### src/rtl/switch_in_arbiter_if.sv
// Port-side bundle of the switch input arbiter: per-port request/ack/flit lanes,
// queue full flag in, queue write strobe and flit out, plus grant status.
interface switch_in_arbiter_if #(
  parameter int DATA_SIZE = 32,
  parameter int ADDR_SIZE = 4,
  parameter int PORTS_NUM = 4
);
  localparam int BUS_SIZE = DATA_SIZE + ADDR_SIZE + 1;
  localparam int NP       = PORTS_NUM + 1;
  localparam int IDX_W    = $clog2(NP);

  logic [NP-1:0]          in_r;
  logic [BUS_SIZE*NP-1:0] data_i;
  logic                   is_full;
  logic                   wr_req;
  logic [BUS_SIZE-1:0]    data_o;
  logic [NP-1:0]          in_w;
  logic [IDX_W-1:0]       grant_idx;
  logic                   busy;

  modport master (
    output in_r, data_i, is_full,
    input  wr_req, data_o, in_w, grant_idx, busy
  );

  modport slave (
    input  in_r, data_i, is_full,
    output wr_req, data_o, in_w, grant_idx, busy
  );
endinterface

### src/rtl/switch_in_arbiter.sv
// Round-robin arbiter feeding one flit per grant into the shared queue; request to write
// strobe in 1 cycle, no grant while is_full, ack held until the sender drops its request.
module switch_in_arbiter #(
  parameter int DATA_SIZE = 32,
  parameter int ADDR_SIZE = 4,
  parameter int PORTS_NUM = 4
) (
  input logic               clk,
  input logic               a_rst,
  switch_in_arbiter_if.slave bus
);
  localparam int BUS_SIZE = DATA_SIZE + ADDR_SIZE + 1;
  localparam int NP       = PORTS_NUM + 1;
  localparam int IDX_W    = $clog2(NP);
  localparam logic [NP-1:0] ONE_HOT0 = NP'(1);

  typedef enum logic [1:0] {IDLE, WRITE, HOLD} state_t;

  state_t              state_q;
  logic [IDX_W-1:0]    grant_q;
  logic                wr_req_q;
  logic                busy_q;
  logic [BUS_SIZE-1:0] data_q;
  logic [NP-1:0]       in_w_q;

  logic [IDX_W-1:0]    win_d;
  logic                any_req_d;
  logic [BUS_SIZE-1:0] flit [NP];

  for (genvar i = 0; i < NP; i++) begin : g_flit
    assign flit[i] = bus.data_i[i*BUS_SIZE +: BUS_SIZE];
  end

  // Walk the search order backwards so the last hit is the first requester after grant_q.
  always_comb begin
    int t;
    win_d     = '0;
    t         = 0;
    any_req_d = |bus.in_r;
    for (int k = NP; k >= 1; k--) begin
      t = int'(grant_q) + k;
      if (t >= NP) t = t - NP;
      if (bus.in_r[t]) win_d = IDX_W'(t);
    end
  end

  always_ff @(posedge clk) begin
    if (a_rst) begin
      state_q  <= IDLE;
      grant_q  <= IDX_W'(PORTS_NUM);
      wr_req_q <= 1'b0;
      busy_q   <= 1'b0;
      data_q   <= '0;
      in_w_q   <= '0;
    end else begin
      case (state_q)
        IDLE: begin
          if (!bus.is_full && any_req_d) begin
            data_q   <= flit[win_d];
            wr_req_q <= 1'b1;
            in_w_q   <= ONE_HOT0 << win_d;
            grant_q  <= win_d;
            busy_q   <= 1'b1;
            state_q  <= WRITE;
          end
        end
        WRITE: begin
          wr_req_q <= 1'b0;
          state_q  <= HOLD;
        end
        HOLD: begin
          if (!bus.in_r[grant_q]) begin
            in_w_q  <= '0;
            busy_q  <= 1'b0;
            state_q <= IDLE;
          end
        end
        default: state_q <= IDLE;
      endcase
    end
  end

  assign bus.wr_req    = wr_req_q;
  assign bus.data_o    = data_q;
  assign bus.in_w      = in_w_q;
  assign bus.grant_idx = grant_q;
  assign bus.busy      = busy_q;
endmodule

### src/flat_wrapper.sv
// flat-port wrapper written by rule: the top's interface ports become plain ports
module switch_in_arbiter_flat 
#(
  parameter int DATA_SIZE = 32,
  parameter int ADDR_SIZE = 4,
  parameter int PORTS_NUM = 4
)
  (clk, a_rst, bus_in_r, bus_data_i, bus_is_full, bus_wr_req, bus_data_o, bus_in_w, bus_grant_idx, bus_busy);
  switch_in_arbiter_if #(.DATA_SIZE(DATA_SIZE), .ADDR_SIZE(ADDR_SIZE), .PORTS_NUM(PORTS_NUM)) bus_i ();
  input logic clk;
  input logic a_rst;
  input wire logic [$bits(bus_i.in_r)-1:0] bus_in_r;
  input wire logic [$bits(bus_i.data_i)-1:0] bus_data_i;
  input wire logic [$bits(bus_i.is_full)-1:0] bus_is_full;
  output wire logic [$bits(bus_i.wr_req)-1:0] bus_wr_req;
  output wire logic [$bits(bus_i.data_o)-1:0] bus_data_o;
  output wire logic [$bits(bus_i.in_w)-1:0] bus_in_w;
  output wire logic [$bits(bus_i.grant_idx)-1:0] bus_grant_idx;
  output wire logic [$bits(bus_i.busy)-1:0] bus_busy;
  assign bus_i.in_r = bus_in_r;
  assign bus_i.data_i = bus_data_i;
  assign bus_i.is_full = bus_is_full;
  assign bus_wr_req = bus_i.wr_req;
  assign bus_data_o = bus_i.data_o;
  assign bus_in_w = bus_i.in_w;
  assign bus_grant_idx = bus_i.grant_idx;
  assign bus_busy = bus_i.busy;
  switch_in_arbiter #(.DATA_SIZE(DATA_SIZE), .ADDR_SIZE(ADDR_SIZE), .PORTS_NUM(PORTS_NUM)) u_core (.clk(clk), .a_rst(a_rst), .bus(bus_i));
endmodule
### config.mk
export PLATFORM = sky130hd
export DESIGN_NAME = switch_in_arbiter_flat
export DESIGN_NICKNAME = d
export VERILOG_FILES = /design/src/rtl/switch_in_arbiter_if.sv /design/src/rtl/switch_in_arbiter.sv /design/src/flat_wrapper.sv
export SDC_FILE = /design/constraint.sdc
export NUM_CORES = 1
export LEC_CHECK = 0
export ABC_AREA = 1
export BUFFER_PORTS_ARGS = -buffer_cell sky130_fd_sc_hd__clkbuf_2
export CAP_MARGIN = 40
export CORE_MARGIN = 5
export CORE_UTILIZATION = 40
export CTS_CLUSTER_DIAMETER = 30
export DETAILED_ROUTE_END_ITERATION = 6
export GPL_ROUTABILITY_DRIVEN = 1
export GPL_TIMING_DRIVEN = 0
export PLACE_DENSITY = 0.69
export SYNTH_ARGS = -nofsm -noshare
export SYNTH_HDL_FRONTEND = slang
export SYNTH_SLANG_ARGS = --single-unit
### constraint.sdc
create_clock -name clk -period 3.9 [get_ports clk]
set_input_delay 0.78 -clock clk [delete_from_list [all_inputs] [get_ports clk]]
set_output_delay 0.78 -clock clk [all_outputs]
set_load 0.01 [all_outputs]
After elaboration in Yosys (flattened, before gate mapping)
Index checks and enable logic that the tools add are counted.
{"block": "totals", "regBits": 49, "in_bits": 193, "out_inout_bits": 47, "word_cells": 84}
{"block": "op_classes", "n_addsub": 10, "order_cmp": 12, "n_eq_ne": 4, "n_shift": 1, "n_mux": 40, "n_bitwise": 1, "reduce_logical": 10}
{"operator": ">= comparator 32 x 4 -> 1 bit, second input constant", "n": 5}
{"operator": "< comparator 32 x 5 -> 1 bit, second input constant", "n": 5}
{"operator": "two-way mux 32 bit", "n": 5}
{"operator": "subtractor 32 x 4 -> 32 bit, second input constant", "n": 5}
{"operator": "binary-select mux 37 bit (select 3 bit)", "n": 1}
{"operator": "two-way mux 37 bit", "n": 2}
{"operator": "binary-select mux 1 bit (select 3 bit)", "n": 6}
{"operator": "two-way mux 3 bit", "n": 5}
{"operator": "two-way mux 1 bit", "n": 13}
{"operator": "two-way mux 5 bit", "n": 2}
{"operator": "case mux 5 bit (2 select lines)", "n": 1}
{"operator": "adder 3 x 2 -> 4 bit, second input constant", "n": 2}
{"operator": "adder 3 x 3 -> 4 bit, second input constant", "n": 2}
{"operator": "case mux 2 bit (3 select lines)", "n": 1}
{"operator": "AND reduction 2 bit", "n": 3}
{"operator": "OR reduction 5 bit", "n": 1}
{"operator": "<< shifter 1 x 3 -> 5 bit, first input constant", "n": 1}
{"operator": "adder 3 x 1 -> 4 bit, second input constant", "n": 1}
{"operator": ">= comparator 4 bit, second input constant", "n": 1}
{"operator": "< comparator 3 x 4 -> 1 bit, second input constant", "n": 1}
{"operator": "two-way mux 2 bit", "n": 2}
{"operator": "NOT 3 -> 4 bit", "n": 1}
{"operator": "case mux 1 bit (2 select lines)", "n": 2}
{"operator": "nonzero test 2 bit", "n": 2}
{"operator": "8 further kinds", "n": 8}

Longest topological paths before layout
{"block": "depth", "word_depth": 15, "ltp_mapped": 28, "depth_no_buf": 26}

Least setup slack after synthesis
Ideal clock, no wire load.
{"block": "synth_path", "kind": "register -> register", "start": "register u_core.grant_q[0], in the netlist u_core.bus.grant_idx[0]", "end": "register u_core.data_q[10], in the netlist u_core.bus.data_o[10]", "setup_ns": 0.112, "t_arrival_ns": 2.986, "t_required_ns": 3.788, "path_slack_ns": 0.802, "path_stages_with_launch": 28, "n_path_buf": 3, "synth_period_minus_slack_ns": 3.098, "cell_sequence": "dfxtp_1 -> inv_2 -> buf_6 -> ha_1 -> inv_1 -> fa_1 -> a21oi_1 -> inv_1 -> o21ai_1 -> inv_1 -> nand3_1 -> nand2_1 -> nand2_1 -> inv_1 -> nor2_2 -> nand2_1 -> inv_1 -> nand2_1 -> nand3_4 -> nand2_8 -> buf_6 -> buf_6 -> nand2_1 -> nand2_1 -> nand2_1 -> nand3_1 -> nand2_1 -> nand2_1"}
{"block": "synth_via", "elab_chain_cells": 15, "elab_cells_between_ends": 44, "cone_classes": "add/sub: 10; order compare: 5; mux: 28; bitwise: 1"}
{"item": "from (decl)", "line_no": "switch_in_arbiter.sv:20", "rtl": "logic [IDX_W-1:0] grant_q;"}
{"item": "from (signal assigned)", "line_no": "switch_in_arbiter.sv:50", "rtl": "grant_q <= IDX_W'(PORTS_NUM);"}
{"item": "from (signal assigned)", "line_no": "switch_in_arbiter.sv:62", "rtl": "grant_q <= win_d;"}
{"item": "adder 3 x 3 -> 4 bit", "line_no": "switch_in_arbiter.sv:41", "rtl": "t = int'(grant_q) + k;"}
{"item": "subtractor 32 x 4 -> 32 bit or >= comparator 32 x 4 -> 1 bit (tied branches)", "line_no": "switch_in_arbiter.sv:42", "rtl": "if (t >= NP) t = t - NP;"}
{"item": "two-way mux 32 bit", "line_no": "switch_in_arbiter.sv:42"}
{"item": "binary-select mux 1 bit (select 3 bit)", "line_no": "switch_in_arbiter.sv:43", "rtl": "if (bus.in_r[t]) win_d = IDX_W'(t);"}
{"item": "two-way mux 1 bit (implied by the code) (2 in series)", "line_no": "switch_in_arbiter.sv:43"}
{"item": "two-way mux 3 bit (4 in series)", "line_no": "switch_in_arbiter.sv:43"}
{"item": "two-way mux 3 bit (*)", "line_no": "switch_in_arbiter.sv:43"}
{"item": "NOT 3 -> 4 bit (implied by the code) (*)", "line_no": "switch_in_arbiter.sv:59", "rtl": "data_q <= flit[win_d];"}
{"item": "binary-select mux 37 bit (select 3 bit) (*)", "line_no": "switch_in_arbiter.sv:59"}
{"item": "two-way mux 37 bit (implied by the code) (*) (2 in series)", "line_no": "switch_in_arbiter.sv:59"}
{"item": "to (signal assigned)", "line_no": "switch_in_arbiter.sv:59"}
{"item": "to (decl)", "line_no": "switch_in_arbiter.sv:23", "rtl": "logic [BUS_SIZE-1:0] data_q;"}
Mark *: on every way between the ends. The rest lies on a longest branch, timed or not. The select of a mux whose other input is x is not followed.
A chain may end at the register's enable or synchronous reset.

Worst setup path in the final report
{"block": "layout_path", "start": "register u_core.grant_q[0], in the netlist u_core.bus.grant_idx[0]", "end": "register u_core.data_q[30], in the netlist u_core.bus.data_o[30]"}
Same word-level chain as after synthesis.

==> impl_metrics.prom <==
# TYPE chip_impl_metric gauge
chip_impl_metric{name="global_route_wire_length_before_repair",unit="um"} 26100
chip_impl_info{name="clock_tree.root_cell",value="clkbuf_16"} 1
chip_impl_metric{name="fp.dieArea",unit="mm^2"} 0.0134
chip_impl_info{name="critical_path.cell_chain",value="inv_2 -> buf_6 -> ha_1 -> inv_1 -> fa_1 -> a21oi_1 -> inv_1 -> nand2_1 -> nand2_1 -> nand2_1 -> nand3_1 -> nand2_1 -> nand2_1 -> inv_1 -> nor2_2 -> or2_2 -> nand3_1 -> buf_2 -> nand3_1 -> nand2_1 -> nand2_1 -> nand2_1 -> nand2_1 -> a21oi_1"} 1
chip_impl_metric{name="multi_input_comb_area",unit="mm^2"} 0.00310
chip_impl_info{name="slowest_stage",value="fa_1"} 1
chip_impl_metric{name="detail-route-antenna-nets",unit=""} 0
chip_impl_info{name="rsz_0062_raised_after_global_routing",value="false"} 1
chip_impl_metric{name="timing.critical_path.arrival",unit="ns"} 3.76
chip_impl_metric{name="detail_route.first_pass.iterations",unit=""} 5
chip_impl_metric{name="layout_area_overhead",unit="%"} 34.8
chip_impl_metric{name="route.final.wire_length",unit="um"} 17300
chip_impl_metric{name="clk-insertion-delay-late",unit="ns"} 0.29
chip_impl_info{name="crit_top_cell",value="nand2_1"} 1
chip_impl_metric{name="post_synth.cell_area_avg",unit="um^2"} 5.69
chip_impl_metric{name="fin_crit",unit="ns"} 3.54
chip_impl_metric{name="antenna-diode-count",unit=""} 0
chip_impl_metric{name="cts.htree.levels",unit=""} 2
chip_impl_metric{name="nets",unit=""} 1240
chip_impl_metric{name="synth_seq_cells",unit=""} 49
chip_impl_metric{name="numPlacedInstances",unit=""} 1167
chip_impl_metric{name="post_synth_instance_area",unit="mm^2"} 0.00448
chip_impl_metric{name="instances_no_fill",unit=""} 1175
chip_impl_metric{name="chipWidth",unit="um"} 116
chip_impl_metric{name="placementRows",unit=""} 38
chip_impl_metric{name="largest_fanout_on_the_critical_path",unit=""} 12
chip_impl_metric{name="grt_pass1_vias",unit=""} 5408
chip_impl_metric{name="total_routing_usage_gr",unit="%"} 24.3
chip_impl_metric{name="totalNegativeSetupSlack",unit="ns"} 0
chip_impl_info{name="start_kind",value="register"} 1
chip_impl_metric{name="finalClockSkew",unit="ns"} 0.00940
chip_impl_metric{name="dieHeight",unit="um"} 116
chip_impl_metric{name="portBuffers",unit=""} 239
chip_impl_info{name="worstHoldPathType",value="register to register"} 1
chip_impl_info{name="cpLargestDelayFamily",value="simple AND/OR/NAND/NOR gates"} 1
chip_impl_info{name="type_of_destination_of_the_critical_path",value="register"} 1
chip_impl_metric{name="syn_inst",unit=""} 788
chip_impl_metric{name="seqCellArea",unit="um^2"} 983
chip_impl_metric{name="grt_antenna_before_repair",unit=""} 0
chip_impl_metric{name="top_level_ports",unit=""} 240
chip_impl_metric{name="synth_sequential_area_ratio",unit="%"} 21.9
chip_impl_metric{name="critPathRequiredTime",unit="ns"} 4.13
chip_impl_metric{name="overflow_after_grt",unit=""} 0
chip_impl_metric{name="timing.final.crit_share",unit="%"} 90.7
chip_impl_metric{name="max_clock_freq",unit="MHz"} 283
chip_impl_info{name="critPathKind",value="register to register"} 1
chip_impl_metric{name="max_stage_delay",unit="ns"} 0.40
chip_impl_metric{name="place.gp.congestion",unit=""} 0.868
chip_impl_metric{name="final-setup-viol-count",unit=""} 0
chip_impl_metric{name="number_of_buffers_added_for_setup_after_cts",unit=""} 0
chip_impl_metric{name="max_cap_viol_count",unit=""} 0
chip_impl_metric{name="synthesized_netlist_net_count",unit=""} 994
chip_impl_metric{name="synth.lib_cells_used.distinct",unit=""} 37
chip_impl_metric{name="fillCellCount",unit=""} 1251
chip_impl_info{name="tritoncts",value="done"} 1
chip_impl_info{name="synth_area_leaders",value="nand2_1, dfxtp_1, nand3_1"} 1
chip_impl_metric{name="cts.sink_count",unit=""} 49
chip_impl_metric{name="crit_buf_inv",unit=""} 6
chip_impl_metric{name="post_drt_wl_per_cell",unit="um"} 14.7
chip_impl_metric{name="drive_above_1_share",unit="%"} 29.5
chip_impl_metric{name="initial_utilization",unit="%"} 41.0
chip_impl_metric{name="share_of_the_synthesized_area_in_the_top_cell_type",unit="%"} 31.8
chip_impl_metric{name="number_of_drc_violations_after_detailed_routing_iteration_0",unit=""} 374
chip_impl_metric{name="worst_slew_margin_rel",unit="%"} 64.0
chip_impl_metric{name="clk_pin_slew_worst_paths",unit="ns"} 0.07
chip_impl_metric{name="number_of_remaining_drc_errors",unit=""} 0
chip_impl_metric{name="timing_hold_violations_final",unit=""} 0
chip_impl_metric{name="grt_start_max_net_pins",unit=""} 17
chip_impl_metric{name="post_layout_util",unit="%"} 55.3
chip_impl_metric{name="worst_slew_pin_slew",unit="ns"} 0.541
chip_impl_metric{name="routed_via_density",unit=""} 4.99
chip_impl_metric{name="routed-via-count",unit=""} 5866
chip_impl_metric{name="coreArea",unit="mm^2"} 0.0109
chip_impl_info{name="synthDominantAreaCellType",value="nand2_1"} 1
chip_impl_info{name="result_of_the_run",value="finished clean"} 1
chip_impl_metric{name="ys_warn_count",unit=""} 0
chip_impl_metric{name="final_max_slew_viol_count",unit=""} 0
chip_impl_metric{name="detailedPlacementHpwl",unit="um"} 14200
chip_impl_metric{name="ctsLongestPathBuffers",unit=""} 2
chip_impl_metric{name="tritoncts.num_buffers",unit=""} 5
==> state kept, by name (all words and copies together) (netlist names) <==
register              cells
u_core.bus.busy           1
u_core.bus.grant_idx      3
u_core.bus.wr_req         1
u_core.bus.data_o        37
u_core.bus.in_w           5
u_core.state_q            2
==> layer usage <==
| metal | wire (um) | part of all wire [%] | vias to the layer above | global-route usage (%) |
|---|---|---|---|---|
| met3 | 1070 | 6.2 | 20 | 5.12 |
| met4 | 351 | 2.0 | 0 | 4.64 |
| met2 | 8630 | 50 | 186 | 42.7 |
| li1 | - | - | 3066 | - |
| met1 | 7250 | 42 | 2594 | 30.8 |
| met5 | 0 | 0 | - | 0 |
==> final cells by class <==
cell class	instances	area share, %
sequential	49	16.3
inverter	40	2.53
clock buffer	5	2.07
clock inverter	3	0.725
multi-input combinational	654	51.3
timing repair buffer	239	19.8
tap	140	2.90
buffer	45	4.41
==> layout by cell type (no fill, tap or decap), types with 2 or more instances in the layout <==
master and n:
buf_6 7, nor2_8 2, a21oi_1 56, nand2_1 380
clkbuf_2 239, nand2_2 4, clkbuf_1 17, inv_2 9
nor2_1 3, nand3_1 126, nor2_2 2, buf_4 8
a22o_1 17, clkbuf_16 5, o21ai_0 28, ha_1 12
buf_2 12, dfxtp_1 47, nand4_1 5, inv_1 30
dfxtp_2 2
==> timing repair <==
item,4_1_cts,5_1_grt
resized for setup,0,5
setup endpoints to repair,0,25
hold buffers,0,0
==> final timing paths <==
check                     startpoint                    end  slack, ns  cells past startpoint
min reg2reg       u_core.bus.in_w[0]     u_core.bus.in_w[0]       0.46                      2
max reg2reg  u_core.bus.grant_idx[0]  u_core.bus.data_o[30]       0.36                     24
max          u_core.bus.grant_idx[0]  u_core.bus.data_o[30]       0.36                     24
min               u_core.bus.in_w[0]     u_core.bus.in_w[0]       0.46                      2
==> cells by family (layout without fill, tap and decap cells) <==
| kind of cell | after synthesis | count (layout) | share of synthesized area [%] |
|---|---|---|---|
| XOR/XNOR | 1 | 1 | 0.363 |
| adder cells (fa/ha/maj) | 13 | 13 | 3.80 |
| AO/OA/AOI/OAI | 106 | 106 | 13.4 |
| AND/OR/NAND/NOR | 534 | 534 | 51.2 |
| flip-flops | 49 | 49 | 21.9 |
| buffers and inverters | 85 | 332 | 9.35 |
==> cells in the mapped netlist (all sizes together) <==
cell	n
nand2	386
buf	28
fa	1
nor3	2
clkbuf	17
nor4	2
inv	40
a31o	1
o21ai	30
a22o	17
a21oi	56
nand3	128
nor2	8
xor2	1
and3	1
ha	12
or2	1
o211ai	1
o22ai	1
nand4	5
nand3b	1
dfxtp	49
==> worst min-delay path, cell delays in order, from the launching register on <==
cell,delay (ns)
dfxtp_1,0.31
nand2_1,0.06
a21oi_1,0.05
==> stage by stage <==
step           hold WS, ns  setup slack (ns)  area [um^2]
5_1_grt              0.488            0.0410         6040
2_1_floorplan        0.478             0.802         4480
3_5_place_dp         0.458             0.272         5850
6_report             0.464             0.363         6040
3_3_place_gp         0.452             0.298         5850
4_1_cts              0.468             0.262         6020
Power is left out: the tool's default activity adds up to more than one toggle a clock period on the data nets, which glitch-free logic cannot reach.
